$ cat src/rtl/ffm_emit_arbiter_if.sv
// ffm_emit_arbiter_if: per-channel frame-former streams in, one shared M_AXIS stream out
// master: arbiter side (takes S_AXIS_* and M_AXIS_tready, drives S_AXIS_tready and M_AXIS_*)
// slave: environment side (frame formers plus downstream sink)
interface ffm_emit_arbiter_if #(
  parameter int NUM_CH = 4,
  parameter int DATA_W = 32
);
  logic [NUM_CH-1:0] S_AXIS_tvalid;
  logic [NUM_CH-1:0] S_AXIS_tlast;
  logic [NUM_CH*DATA_W-1:0] S_AXIS_tdata;
  logic [NUM_CH-1:0] S_AXIS_tready;
  logic M_AXIS_tready;
  logic M_AXIS_tvalid;
  logic M_AXIS_tlast;
  logic [DATA_W-1:0] M_AXIS_tdata;
  modport master (
    input  S_AXIS_tvalid, S_AXIS_tlast, S_AXIS_tdata, M_AXIS_tready,
    output S_AXIS_tready, M_AXIS_tvalid, M_AXIS_tlast, M_AXIS_tdata
  );
  modport slave (
    output S_AXIS_tvalid, S_AXIS_tlast, S_AXIS_tdata, M_AXIS_tready,
    input  S_AXIS_tready, M_AXIS_tvalid, M_AXIS_tlast, M_AXIS_tdata
  );
endinterface

$ cat src/rtl/ffm_emit_arbiter.sv
// ffm_emit_arbiter: frame-granular round-robin scheduler sharing one M_AXIS among NUM_CH frame formers
// ACLK/ARESET: clock, sync active-high reset; Delay/TimerInit/GapInit: fill threshold, flush timer, inter-frame gap
// FFSTail: per-channel fill levels; Grant/GrantValid: granted channel, high while sending; bus: stream interface
module ffm_emit_arbiter #(
  parameter int NUM_CH = 4,
  parameter int MAX_INTERNAL_SPACE = 64,
  parameter int DATA_W = 32,
  parameter int TIMER_W = 9,
  localparam int W = $clog2(MAX_INTERNAL_SPACE) + 1,
  localparam int GW = $clog2(NUM_CH)
) (
  input  logic ACLK,
  input  logic ARESET,
  input  logic [W-1:0] Delay,
  input  logic [TIMER_W-1:0] TimerInit,
  input  logic [TIMER_W-1:0] GapInit,
  input  logic [NUM_CH*W-1:0] FFSTail,
  output logic [GW-1:0] Grant,
  output logic GrantValid,
  ffm_emit_arbiter_if.master bus
);
  typedef enum logic [1:0] {GAP, ARB, SEND} state_t;
  state_t r_state;
  logic [GW-1:0] r_grant, r_rr;
  logic r_gv;
  logic [TIMER_W-1:0] r_tmr [NUM_CH];
  logic [TIMER_W-1:0] r_gap;
  logic [W-1:0] w_thr;
  logic [NUM_CH-1:0] w_elig;
  logic w_found, w_send, w_xfer, w_last;
  logic [GW-1:0] w_pick, w_next_rr;
  assign w_thr = (Delay == '0) ? '0 : Delay - 1'b1;
  for (genvar i = 0; i < NUM_CH; i++) begin : g_ch
    assign w_elig[i] = bus.S_AXIS_tvalid[i] & ((FFSTail[i*W +: W] >= w_thr) | (r_tmr[i] == '0));
  end
  // scan from the highest offset down so the channel closest to r_rr wins
  always_comb begin
    int j;
    j = 0;
    w_found = 1'b0;
    w_pick = '0;
    for (int k = NUM_CH - 1; k >= 0; k--) begin
      j = (int'(r_rr) + k) % NUM_CH;
      if (w_elig[j[GW-1:0]]) begin
        w_found = 1'b1;
        w_pick = j[GW-1:0];
      end
    end
  end
  assign w_next_rr = (w_pick == GW'(NUM_CH - 1)) ? '0 : w_pick + 1'b1;
  // reset gates the pass-through so a partial frame is cut off in the reset cycle itself
  assign w_send = (r_state == SEND) && !ARESET;
  assign w_last = bus.S_AXIS_tlast[r_grant];
  assign bus.M_AXIS_tvalid = w_send & bus.S_AXIS_tvalid[r_grant];
  assign bus.M_AXIS_tlast = w_send & w_last;
  assign bus.M_AXIS_tdata = w_send ? bus.S_AXIS_tdata[r_grant*DATA_W +: DATA_W] : '0;
  assign bus.S_AXIS_tready = w_send ? (NUM_CH'(bus.M_AXIS_tready) << r_grant) : '0;
  assign w_xfer = bus.M_AXIS_tvalid & bus.M_AXIS_tready;
  assign Grant = r_grant;
  assign GrantValid = r_gv;
  // the flush timer only runs while a channel holds data and is not being served
  always_ff @(posedge ACLK)
    for (int i = 0; i < NUM_CH; i++)
      if (ARESET || !bus.S_AXIS_tvalid[i] || (r_state == SEND && r_grant == GW'(i))) r_tmr[i] <= TimerInit;
      else if (r_tmr[i] != '0) r_tmr[i] <= r_tmr[i] - 1'b1;
  always_ff @(posedge ACLK) begin
    if (ARESET) begin
      r_state <= ARB;
      r_grant <= '0;
      r_rr <= '0;
      r_gv <= 1'b0;
      r_gap <= '0;
    end else if (r_state == ARB) begin
      if (w_found) begin
        r_state <= SEND;
        r_grant <= w_pick;
        r_rr <= w_next_rr;
        r_gv <= 1'b1;
      end
    end else if (r_state == SEND) begin
      if (w_xfer && w_last) begin
        r_state <= (GapInit == '0) ? ARB : GAP;
        r_gap <= GapInit;
        r_gv <= 1'b0;
      end
    end else begin
      r_gap <= r_gap - 1'b1;
      if (r_gap == TIMER_W'(1)) r_state <= ARB;
    end
  end
endmodule
$ cat src/flat_wrapper.sv
// flat-port wrapper written by rule: the top's interface ports become plain ports
module ffm_emit_arbiter_flat 
#(
  parameter int NUM_CH = 4,
  parameter int MAX_INTERNAL_SPACE = 64,
  parameter int DATA_W = 32,
  parameter int TIMER_W = 9,
  localparam int W = $clog2(MAX_INTERNAL_SPACE) + 1,
  localparam int GW = $clog2(NUM_CH)
)
  (ACLK, ARESET, Delay, TimerInit, GapInit, FFSTail, Grant, GrantValid, bus_S_AXIS_tvalid, bus_S_AXIS_tlast, bus_S_AXIS_tdata, bus_M_AXIS_tready, bus_S_AXIS_tready, bus_M_AXIS_tvalid, bus_M_AXIS_tlast, bus_M_AXIS_tdata);
  ffm_emit_arbiter_if #(.NUM_CH(NUM_CH), .DATA_W(DATA_W)) bus_i ();
  input  logic ACLK;
  input  logic ARESET;
  input  logic [W-1:0] Delay;
  input  logic [TIMER_W-1:0] TimerInit;
  input  logic [TIMER_W-1:0] GapInit;
  input  logic [NUM_CH*W-1:0] FFSTail;
  output logic [GW-1:0] Grant;
  output logic GrantValid;
  input wire logic [$bits(bus_i.S_AXIS_tvalid)-1:0] bus_S_AXIS_tvalid;
  input wire logic [$bits(bus_i.S_AXIS_tlast)-1:0] bus_S_AXIS_tlast;
  input wire logic [$bits(bus_i.S_AXIS_tdata)-1:0] bus_S_AXIS_tdata;
  input wire logic [$bits(bus_i.M_AXIS_tready)-1:0] bus_M_AXIS_tready;
  output wire logic [$bits(bus_i.S_AXIS_tready)-1:0] bus_S_AXIS_tready;
  output wire logic [$bits(bus_i.M_AXIS_tvalid)-1:0] bus_M_AXIS_tvalid;
  output wire logic [$bits(bus_i.M_AXIS_tlast)-1:0] bus_M_AXIS_tlast;
  output wire logic [$bits(bus_i.M_AXIS_tdata)-1:0] bus_M_AXIS_tdata;
  assign bus_i.S_AXIS_tvalid = bus_S_AXIS_tvalid;
  assign bus_i.S_AXIS_tlast = bus_S_AXIS_tlast;
  assign bus_i.S_AXIS_tdata = bus_S_AXIS_tdata;
  assign bus_i.M_AXIS_tready = bus_M_AXIS_tready;
  assign bus_S_AXIS_tready = bus_i.S_AXIS_tready;
  assign bus_M_AXIS_tvalid = bus_i.M_AXIS_tvalid;
  assign bus_M_AXIS_tlast = bus_i.M_AXIS_tlast;
  assign bus_M_AXIS_tdata = bus_i.M_AXIS_tdata;
  ffm_emit_arbiter #(.NUM_CH(NUM_CH), .MAX_INTERNAL_SPACE(MAX_INTERNAL_SPACE), .DATA_W(DATA_W), .TIMER_W(TIMER_W)) u_core (.ACLK(ACLK), .ARESET(ARESET), .Delay(Delay), .TimerInit(TimerInit), .GapInit(GapInit), .FFSTail(FFSTail), .Grant(Grant), .GrantValid(GrantValid), .bus(bus_i));
endmodule
$ cat config.mk
export PLATFORM = sky130hd
export DESIGN_NAME = ffm_emit_arbiter_flat
export DESIGN_NICKNAME = d
export VERILOG_FILES = /design/src/rtl/ffm_emit_arbiter_if.sv /design/src/rtl/ffm_emit_arbiter.sv /design/src/flat_wrapper.sv
export SDC_FILE = /design/constraint.sdc
export NUM_CORES = 1
export LEC_CHECK = 0
export ABC_AREA = 1
export CORE_MARGIN = 5
export CORE_UTILIZATION = 35
export DETAILED_ROUTE_END_ITERATION = 10
export PLACE_DENSITY = 0.71
export REMOVE_ABC_BUFFERS = 1
export SETUP_SLACK_MARGIN = 0.3
export SLEW_MARGIN = 20
export SYNTH_ARGS = -nofsm -noshare
export SYNTH_HDL_FRONTEND = slang
export SYNTH_SLANG_ARGS = --single-unit
$ cat constraint.sdc
create_clock -name ACLK -period 6.02 [get_ports ACLK]
set_input_delay 0.602 -clock ACLK [delete_from_list [all_inputs] [get_ports ACLK]]
set_output_delay 0.602 -clock ACLK [all_outputs]
set_load 0.05 [all_outputs]
==> Yosys cells after proc, flatten, opt, wreduce, memory -nomap -nowiden <==
Memory sizes are Yosys's and may differ from the RTL's.
Index checks and enable logic that the tools add are counted.
{ "word_totals": {"reg_bits": 16, "latchBits": 0, "ram_bits": 36, "mem_bits_ro": 0, "input_bits": 192, "n_memories": 1} }
{ "memory_table": {"columns": ["name", "words", "word_bits", "read_ports", "rd_ports_with_merged_regs", "write_ports", "line", "rtl"], "rows": [
  ["u_core.r_tmr", 4, 9, 4, 0, 4, "ffm_emit_arbiter.sv:26", "logic [TIMER_W-1:0] r_tmr [NUM_CH];"]
]} }
{ "classes": {"n_addsub": 10, "mul": 0, "div": 0, "order_cmp": 9, "eq_ne": 10, "n_shift": 2, "muxes": 60, "n_bitwise": 16, "reduce_logical": 37} }
{ "op_table": {"columns": ["cell", "n"], "rows": [
  ["$shiftx A128 B8 Y32", 1],
  ["$mux W9", 6],
  ["$logic_not A9 Y1", 5],
  ["$sub A9 B1 Y9 const B", 5],
  ["$reduce_bool A9 Y1", 4],
  ["$mux W1", 35],
  ["$mux W32", 1],
  ["$ge A7 B7 Y1", 4],
  ["$mux W2", 10],
  ["$lt A2 B3 Y1 const B", 5],
  ["$bmux W1 S2", 6],
  ["$eq A9 B1 Y1 const B", 1],
  ["$eq A2 B2 Y1 const B", 4],
  ["$logic_or A1 B1 Y1", 8],
  ["$or A1 B1 Y1", 8],
  ["$and A1 B1 Y1", 7],
  ["$logic_not A7 Y1", 1],
  ["$mux W7", 1],
  ["$sub A7 B1 Y7 const B", 1],
  ["$logic_and A1 B1 Y1", 6],
  ["$reduce_and A3 Y1", 2],
  ["$logic_not A1 Y1", 5],
  ["$add A2 B1 Y2 const B", 2],
  ["$add A2 B2 Y2 const B", 2],
  ["11 further kinds", 14]
]} }

==> Depth between registers and ports, before layout <==
Gate-level depths: netlist of the first run.
{ "depth": {"word_depth": 13, "mapped_depth": 28, "depth_no_buf": 28} }

==> Worst setup path before layout of the first run <==
OpenSTA, ideal clock, no wires.
{ "synth_path": {"path_kind": "input to register", "start": "input port Delay[0]", "end": "register u_core.r_rr[1]", "setup_ns": 0.119, "arrival_time_ns": 3.060, "slack_ns": 2.841, "path_stages": 27, "n_path_buf": 0, "path_cell_list": "inv_1 -> ha_1 -> nand2_1 -> inv_1 -> nand2_1 -> nor2_1 -> a21oi_1 -> o21ai_0 -> ha_1 -> nand2_1 -> nor2_1 -> nand2_1 -> nand2_1 -> nor2_1 -> nand3_1 -> nand3_1 -> nand2_1 -> nand2_1 -> nand2_1 -> inv_1 -> nand2_1 -> nand3_1 -> nand2_1 -> inv_1 -> ha_1 -> o21ai_0 -> a21oi_1"} }
{ "synth_via": {"elab_chain_cells": 13} }
{ "synth_lines": {"columns": ["item", "line", "rtl"], "rows": [
  ["start, declared", "flat_wrapper.sv:15", "input logic [W-1:0] Delay;"],
  ["$sub A7 B1 Y7 / $logic_not A7 Y1 (equally long branches)", "ffm_emit_arbiter.sv:32", "assign w_thr = (Delay == '0) ? '0 : Delay - 1'b1;"],
  ["$mux W7 (*)", "ffm_emit_arbiter.sv:32", null],
  ["$ge A7 B7 Y1", "ffm_emit_arbiter.sv:34", "assign w_elig[i] = bus.S_AXIS_tvalid[i] & ((FFSTail[i*W +: W] >= w_thr) | (r_tmr[i] == '0));"],
  ["$or A1 B1 Y1", "ffm_emit_arbiter.sv:34", null],
  ["$and A1 B1 Y1", "ffm_emit_arbiter.sv:34", null],
  ["$bmux W1 S2", "ffm_emit_arbiter.sv:44", "if (w_elig[j[GW-1:0]]) begin"],
  ["$mux W1 (not written as such)", "ffm_emit_arbiter.sv:44", null],
  ["$mux W2 (3 in series)", "ffm_emit_arbiter.sv:44", null],
  ["$mux W2 (*)", "ffm_emit_arbiter.sv:44", null],
  ["net u_core.w_pick[0]", "ffm_emit_arbiter.sv:31", "logic [GW-1:0] w_pick, w_next_rr;"],
  ["$add A2 B1 Y2 / $eq A2 B2 Y1 (equally long branches)", "ffm_emit_arbiter.sv:50", "assign w_next_rr = (w_pick == GW'(NUM_CH - 1)) ? '0 : w_pick + 1'b1;"],
  ["$mux W2 (*)", "ffm_emit_arbiter.sv:50", null],
  ["net u_core.w_next_rr[1]", "ffm_emit_arbiter.sv:31", null],
  ["end signal, assigned", "ffm_emit_arbiter.sv:77", "r_rr <= w_next_rr;"],
  ["end, declared", "ffm_emit_arbiter.sv:24", "logic [GW-1:0] r_grant, r_rr;"]
]} }
Mark *: on every way through the listed nets, which the timed path passes. The rest lies on a longest branch. The select of a mux whose other input is x is not followed.
A chain may end at the register's enable or synchronous reset.

==> Worst setup path in the final report of the first run <==
Ends and elaborated chain as after synthesis.

==> results of run 1 <==
[where the power goes]
| group | total (uW) | leakage, uW | internal, uW | switching, uW |
|---|---|---|---|---|
| sequential | 527 | 0.000518 | 459 | 68.0 |
| clock | 284 | 0.0000660 | 155 | 129 |
| combinational | 1100 | 0.00247 | 437 | 666 |
[state kept, by name (all words and copies together), names as in the netlist]
signal	flops
u_core.r_gap	9
u_core.GrantValid	1
u_core.r_rr	2
u_core.Grant	2
u_core.r_state	2
u_core.r_tmr	36
[metrics by stage]
stage                     util (%)  hold WS [ps]  power (uW)  std cells  area, um2
final                        54.14         475.2        1914       1088       7428
after global routing         54.14         501.9        2079       1088       7428
after CTS                    54.14         479.5        1912       1088       7428
after detailed placement     53.06         466.6        1622       1080       7279
after global placement       53.06         466.9        1619       1080       7279
after floorplan                  -         447.5        1250        666       4717
[area by class of cell]
class	count	area, um2	area share [%]
flip-flops and latches	52	1401	18.86
clock inverters	3	23.77	0.3200
clock buffers	5	125.1	1.684
well taps	180	225.2	3.032
inverters	88	330.3	4.447
repair buffers	234	2337	31.46
multi-input cells	526	2985	40.19
[tightest hold or removal path: cells and delay by family (launching register included)]
family	cells	cell delay, ps
AOI/OAI and AO/OA	1	50
and+or+nand+nor	1	60
DFF	1	320
[worst max path at each step]
stage | end | slack [ps] | cells past startpoint
3_5_place_dp | u_core.r_rr[1] | 1940 | 28
6_report | u_core.r_rr[1] | 2200 | 28
3_3_place_gp | u_core.r_rr[1] | 2020 | 28
4_1_cts | u_core.r_rr[1] | 2220 | 28
5_1_grt | u_core.r_rr[1] | 1800 | 28
2_1_floorplan | u_core.r_gap[0] | 2800 | 8
[per-layer routing]
| layer | wire (um) | up-vias | track usage (%) |
|---|---|---|---|
| met3 | 1301 | 11 | 3.637 |
| met5 | 0 | - | 0 |
| met1 | 8281 | 2438 | 29.42 |
| met2 | 8043 | 185 | 32.18 |
| li1 | - | 2825 | - |
| met4 | 110 | 0 | 2.965 |
[layout by cell type (no fill, tap or decap), types with 3 or more instances in the layout]
cell             count
a21oi_1             51
a22oi_1             66
a31oi_1             15
clkbuf_16            5
clkdlybuf4s50_1    232
dfxtp_1             16
edfxtp_1            36
ha_1                36
inv_1               84
inv_2                4
nand2_1            146
nand3_1             33
nor2_1              60
nor2_2               3
nor3_1              17
o21ai_0             44
o21ai_1              4
o22ai_1              4
or2_2                6
xnor2_1              9
xor2_1              13
[cells by family (layout without fill, tap and decap cells)]
group | after synthesis | in the layout
DFF | 52 | 52
buffers and inverters | 113 | 330
and+or+nand+nor | 276 | 276
xor gates and xnor gates | 22 | 22
adders and majority gates | 36 | 36
AOI/OAI and AO/OA | 192 | 192
==> key figures, run 1 <==
Routing
  • Number of iterations in the first detailed-routing pass: 7
  • Number of vias per cell: 5.017
  • Routed length per instance: 16.30 um
  • Residual DRC count: 0
  • Number of DRC markers in iteration 0: 481
  • Routed vias: 5459
  • Detail Route Antenna Nets: 0
  • Final wirelength: 17740 um

Synthesis
  • Fraction of synthesis flops using an asynchronous set or reset pin: 0%
  • Post-synthesis share of cell area spent on full adders, half adders and majority gates: 9.334%
  • Most frequent cell after synthesis: nand2_1
  • Cell type with the largest total area after synthesis: edfxtp_1
  • Fraction of synthesized area in multiplexers: 0%
  • Share of synthesized cell area in and, or, nand and nor gates: 24.03%
  • Top cells by area in the synthesized netlist: edfxtp_1 (22%), nand2_1 (11%), a22oi_1 (10%), ha_1 (9.3%), dfxtp_1 (6.6%)
  • Dominant combinational cell family by area after synthesis: compound AO/OA/AOI/OAI gates
  • Share of the yosys chip area belonging to registers: 29.04%
  • Number of enable flip-flop cells after synthesis: 36
  • Number of flip-flops and latches in the synthesized netlist: 52
  • Number of distinct standard cells referenced by the synthesized netlist: 39
  • Most frequent cells after synthesis: nand2_1 (146), inv_1 (84), a22oi_1 (66)
  • Area fraction in compound gates after synthesis: 24.50%
  • Mean Syn Cell Area: 6.984 um2
  • Total of warnings raised by yosys: 0
  • Dominant register cell in the synthesized netlist: edfxtp_1
  • Synthesized-area fraction occupied by xor and xnor cells: 3.993%
  • Synth top area share: 22.40%
  • Gate count after technology mapping: 691
  • Synthesized cell area: 0.004826 mm2

STA
  • Worst setup margin: 2202 ps
  • Relative slew slack: 43.16%
  • Slew at the pin with the worst max-slew slack: 850.6 ps
  • Final critical delay including setup and external delays: 3818 ps
  • Unrepaired setup endpoints after global routing: false
  • Final Hold Violating Endpoints: 0
  • Clock Skews: 6.483 ps
  • Period Utilization, post-route: 63.43%
  • Maximum clock frequency: 261.9 MHz
  • Final count of pins violating max slew: 0
  • Total setup violations reported at the end of the flow: 0
  • Sum of negative setup slack: 0 ps

Clock tree
  • Resize count post-CTS: 0
  • Clk pin slew, worst setup/hold paths: 70 ps
  • Clock network latency to the later pin of the worst-skew pair: 290 ps
  • Deepest level of the CTS H-tree: 2
  • Number of buffers created by CTS: 5
  • Clock Tree Root: clkbuf_16
  • Setup fix buffers added after clock tree synthesis: 0
  • Post-CTS Hold Fix Bufs: 0
  • CTS max path bufs: 2
  • Clock sinks: 52
  • TritonCTS clock tree: built

Setup path
  • Length in cells of the worst reg-to-reg path: 10
  • Required time at the worst-slack endpoint: 6200 ps
  • Critical path arrival: 3990 ps
  • Category of the worst setup path capture point: flop
  • R2R Path End: u_core.r_gap[1]
  • Beginning of the critical path: Delay[0]
  • Worst r2r src: u_core.Grant[1]
  • Crit path buf inv count: 5
  • Register-to-Register Setup Slack: 3250 ps
  • Biggest cell delay along the critical path: 490 ps
  • Kind of cell with the highest combined delay on the critical path: simple AND/OR/NAND/NOR gates
  • Largest fanout on the critical path: 4
  • Element type at the critical path start: input port
  • Path type of the worst setup path: in -> reg
  • Critical Path Slowest Stage Cell: clkdlybuf4s50_1
  • Top cell by count, worst path: nand2_1

Min path
  • Number of cells on the worst hold path: 2
  • Critical hold path startpoint: u_core.GrantValid
  • End point of the worst hold path: u_core.GrantValid
  • Worst hold-check path type: reg -> reg

Floorplanning
  • Number of I/O pins: 233
  • Starting utilization of the core area: 35.18%
  • Horizontal die dimension: 127.4 um
  • Core box area: 0.01372 mm2
  • Floorplan die height: 127.4 um
  • Number of placement rows: 43
  • Total Die Area: 0.01624 mm2

Global route
  • Maximum number of pins on one net before global-route repair: 39
  • Global-route total usage across every layer: 20.28%
  • Remaining global-route overflow: 0
  • Number of global-route vias before repair: 4861
  • Number of antenna violations at the first check in global routing: 0
  • Global-route wire length before repair: 26660 um

Finish
  • Fillers: 1345
  • Proportion of layout cells with a drive suffix above 1: 2.974%
  • ANT cells: 0
  • Nets@finish: 1135
  • Growth of design area from synthesis to finish: 53.93%

Status
  • Status: completed

Place
  • Sum of net half-perimeters after detailed placement: 14250 um
  • Final weighted congestion of routability-driven global placement: 0.8171
  • Total of buffers placed on input and output ports: 232
  • DP Worst Slack: 1940 ps

Power and ir drop
  • Leakage component of the power: 0.003058 uW
  • VDD IR max: 0.0001599 V
  • Power density over the cells: 257.7 mW/mm2

Run
  • Max cap viols: 0
Power figures use the tool's default switching activity.
==> run 2, diff against run 1 <==
--- a/config.mk
+++ b/config.mk
@@ -9,7 +9,7 @@
 export CORE_MARGIN = 5
 export CORE_UTILIZATION = 35
 export DETAILED_ROUTE_END_ITERATION = 10
-export PLACE_DENSITY = 0.71
+export PLACE_DENSITY = 0.73
 export REMOVE_ABC_BUFFERS = 1
 export SETUP_SLACK_MARGIN = 0.3
 export SLEW_MARGIN = 20
==> constraint.sdc (replaced) <==
create_clock -name ACLK -period 3.15 [get_ports ACLK]
set_input_delay 0.315 -clock ACLK [delete_from_list [all_inputs] [get_ports ACLK]]
set_output_delay 0.315 -clock ACLK [all_outputs]
set_load 0.05 [all_outputs]
==> run 2 against run 1 <==
- sequential share of layout area is 2.0 points lower
- design area is 12% higher
- clock power is 96% higher
- hold slack worse by 2.8 ps
- flip-flop and latch count stayed put
- wire length is 8.5% higher
- cell count is 2.7% higher
- global-route usage is 1.4 points higher
- clock-buffer cell count stayed put
- critical path type unchanged
- critical endpoint unchanged
==> key figures, run 2 (synthesis results as in run 1) <==
Status
  • Status: completed

STA
  • Period Utilization, post-route: 87.04%
  • Final critical delay including setup and external delays: 2742 ps
  • Clock Skews: 9.948 ps (+3.465 ps)
  • Slew at the pin with the worst max-slew slack: 630.7 ps (-220.0 ps)
  • Sum of negative setup slack: 0 ps (unchanged)
  • Unrepaired setup endpoints after global routing: true
  • Relative slew slack: 57.91% (+15 points)
  • Final Hold Violating Endpoints: 0 (unchanged)
  • Total setup violations reported at the end of the flow: 0 (unchanged)
  • Worst setup margin: 408.1 ps (-1794 ps)
  • Maximum clock frequency: 364.7 MHz
  • Final count of pins violating max slew: 0 (unchanged)

Routing
  • Final wirelength: 19250 um (+8.5%)
  • Detail Route Antenna Nets: 0 (unchanged)
  • Routed length per instance: 17.23 um (+5.7%)
  • Number of DRC markers in iteration 0: 376 (-22%)
  • Number of vias per cell: 5.176 (+3.2%)
  • Number of iterations in the first detailed-routing pass: 5 (-2)
  • Routed vias: 5782 (+5.9%)
  • Residual DRC count: 0 (unchanged)

Clock tree
  • Clk pin slew, worst setup/hold paths: 70 ps (about the same)
  • Clock sinks: 52 (unchanged)
  • Clock network latency to the later pin of the worst-skew pair: 290 ps (about the same)
  • CTS max path bufs: 2 (unchanged)
  • Deepest level of the CTS H-tree: 2 (unchanged)
  • Clock Tree Root: clkbuf_16
  • Number of buffers created by CTS: 5 (unchanged)
  • TritonCTS clock tree: built

Floorplanning
  • Number of I/O pins: 233 (unchanged)
  • Starting utilization of the core area: 35.18% (unchanged)
  • Number of placement rows: 43 (unchanged)
  • Total Die Area: 0.01624 mm2 (unchanged)
  • Floorplan die height: 127.4 um (unchanged)
  • Horizontal die dimension: 127.4 um (unchanged)
  • Core box area: 0.01372 mm2 (unchanged)

Run
  • Max cap viols: 0 (unchanged)

Finish
  • Most frequent standard cell in the layout excluding fill and tap cells: clkdlybuf4s50_1
  • Flip-flop and latch area: 0.001401 mm2 (unchanged)
  • ANT cells: 0 (unchanged)
  • Post-Layout Cell Count: 1117 (+2.7%)
  • Number of flip-flops under the largest register name: 36 (unchanged)
  • Proportion of layout cells with a drive suffix above 1: 16.76% (+14 points)
  • Nets@finish: 1164 (+2.6%)
  • Leading cell types in the layout, fill and taps excluded: clkdlybuf4s50_1 (187), nand2_1 (132), inv_1 (77)
  • Finished layout cell area: 0.008322 mm2 (+12%)
  • Registers with the most flip-flops: u_core.r_tmr x36, u_core.r_gap x9
  • Area occupied by multi-input gates: 0.003268 mm2 (+9.5%)
  • Fillers: 1194 (-11%)
  • Growth of design area from synthesis to finish: 72.44%
  • Top register by number of flip-flops: u_core.r_tmr

Setup path
  • Register-to-Register Setup Slack: 690 ps (-2560 ps)
  • Element type at the critical path start: input port
  • Path type of the worst setup path: in -> reg
  • Length in cells of the worst reg-to-reg path: 10 (unchanged)
  • Category of the worst setup path capture point: flop
  • Required time at the worst-slack endpoint: 3330 ps (-2870 ps)
  • Largest fanout on the critical path: 4 (unchanged)
  • Critical path arrival: 2920 ps (-1070 ps)

Power and ir drop
  • Proportion of total power due to net switching: 44.46% (-0.61 points)
  • VDD IR max: 0.0003455 V (+120%)
  • Sequential share of power: 24.6% (-3.0 points)
  • Power density over the cells: 493.0 mW/mm2 (+91%)
  • Part of the total power dissipated in the clock network: 13.6% (-1.2 points)
  • Leakage component of the power: 0.003450 uW (+13%)
  • Switch Pwr: 1824 uW (+110%)
  • Logic pwr share: 61.8% (+4.2 points)
  • Internal portion of total power: 2279 uW (+120%)

Global route
  • Global-route total usage across every layer: 21.69% (+1.4 points)
  • Global-route wire length before repair: 28840 um (+8.2%)
  • Maximum number of pins on one net before global-route repair: 38 (-2.6%)
  • Number of global-route vias before repair: 5534 (+14%)
  • Remaining global-route overflow: 0 (unchanged)
  • Number of antenna violations at the first check in global routing: 0 (unchanged)

Min path
  • Worst hold-check path type: reg -> reg
  • Number of cells on the worst hold path: 2 (unchanged)

Place
  • Sum of net half-perimeters after detailed placement: 14970 um (+5.0%)
  • Cell Count Post-Placement: 1103 (+2.1%)
  • DP Worst Slack: -601.8 ps (-2542 ps)
  • Final weighted congestion of routability-driven global placement: 0.8667 (+6.1%)
  • Total of buffers placed on input and output ports: 232 (unchanged)
  • Cell area reported after detailed placement: 0.007833 mm2 (+7.6%)
==> run 2: cell types whose count changed in the layout (fill, tap and decap cells not counted), sizes merged <==
cell           previous run  this run
dlymetal6s2s              0         1
buf                       2        72
inv                      88        89
clkbuf                    5         7
clkdlybuf4s50           232       187
clkinv                    1         0
dlygate4sd2               0         1
==> run 2: metal layers <==
metal	share of wire [%]	global-route usage (%)
met5	0	0
met1	41	28.44
met4	2.8	6.309
met2	49	37.04
met3	7.2	3.177
==> run 2: timing repair <==
action,CTS,global route
setup buffers,4,2
pin swaps,13,28
resized for setup,49,54
hold buffers,0,0
endpoints found under the hold margin,0,0
endpoints found under the setup margin,7,7
==> run 2: layout make-up <==
class                   count  share of cell area [%]
flip-flops and latches     52                   16.84
inverters                  88                   3.999
repair buffers            263                   35.36
clock inverters             3                  0.3157
clock buffers               5                   1.504
well taps                 180                   2.706
multi-input cells         526                   39.27
==> run 2: worst max-delay path, stage by stage <==
cell	delay (ps)
buf_8	100
inv_4	50
ha_4	140
nand2_2	60
inv_2	80
nand2_4	60
nor2_4	170
buf_6	120
nor2_2	30
buf_6	120
ha_1	280
nor2_2	50
o21ai_1	150
nand2_1	70
nand3_1	90
nand3_1	90
nand2_2	130
nand2_2	70
nand2_2	60
inv_2	40
nand2_2	60
nand3_2	60
nand2_2	90
inv_2	60
ha_4	230
o21ai_2	90
a21oi_1	40
==> run 2: power groups by stage <==
stage | logic (uW) | clock network (uW) | registers [uW]
after floorplan | 1340 | 0 | 1050
after global placement | 2240 | 0 | 1020
after detailed placement | 2270 | 0 | 1020
after CTS | 2360 | 567 | 1010
after global routing | 2800 | 595 | 1030
final | 2530 | 558 | 1010
==> run 2: final timing paths <==
kind	from	end
hold / removal	u_core.GrantValid	u_core.GrantValid
setup reg to reg	u_core.Grant[1]	u_core.r_gap[1]
setup / recovery	Delay[0]	u_core.r_rr[1]
hold reg to reg	u_core.GrantValid	u_core.GrantValid
==> run 2: per-stage QoR <==
| stage | power (uW) | util, % | hold slack (ps) |
|---|---|---|---|
| final | 4103 | 60.66 | 472.4 |
| after CTS | 3931 | 59.20 | 475.3 |
| after floorplan | 2389 | - | 384.1 |
| after global placement | 3258 | 57.09 | 463.9 |
| after detailed placement | 3289 | 57.09 | 465.2 |
| after global routing | 4422 | 60.66 | 507.6 |
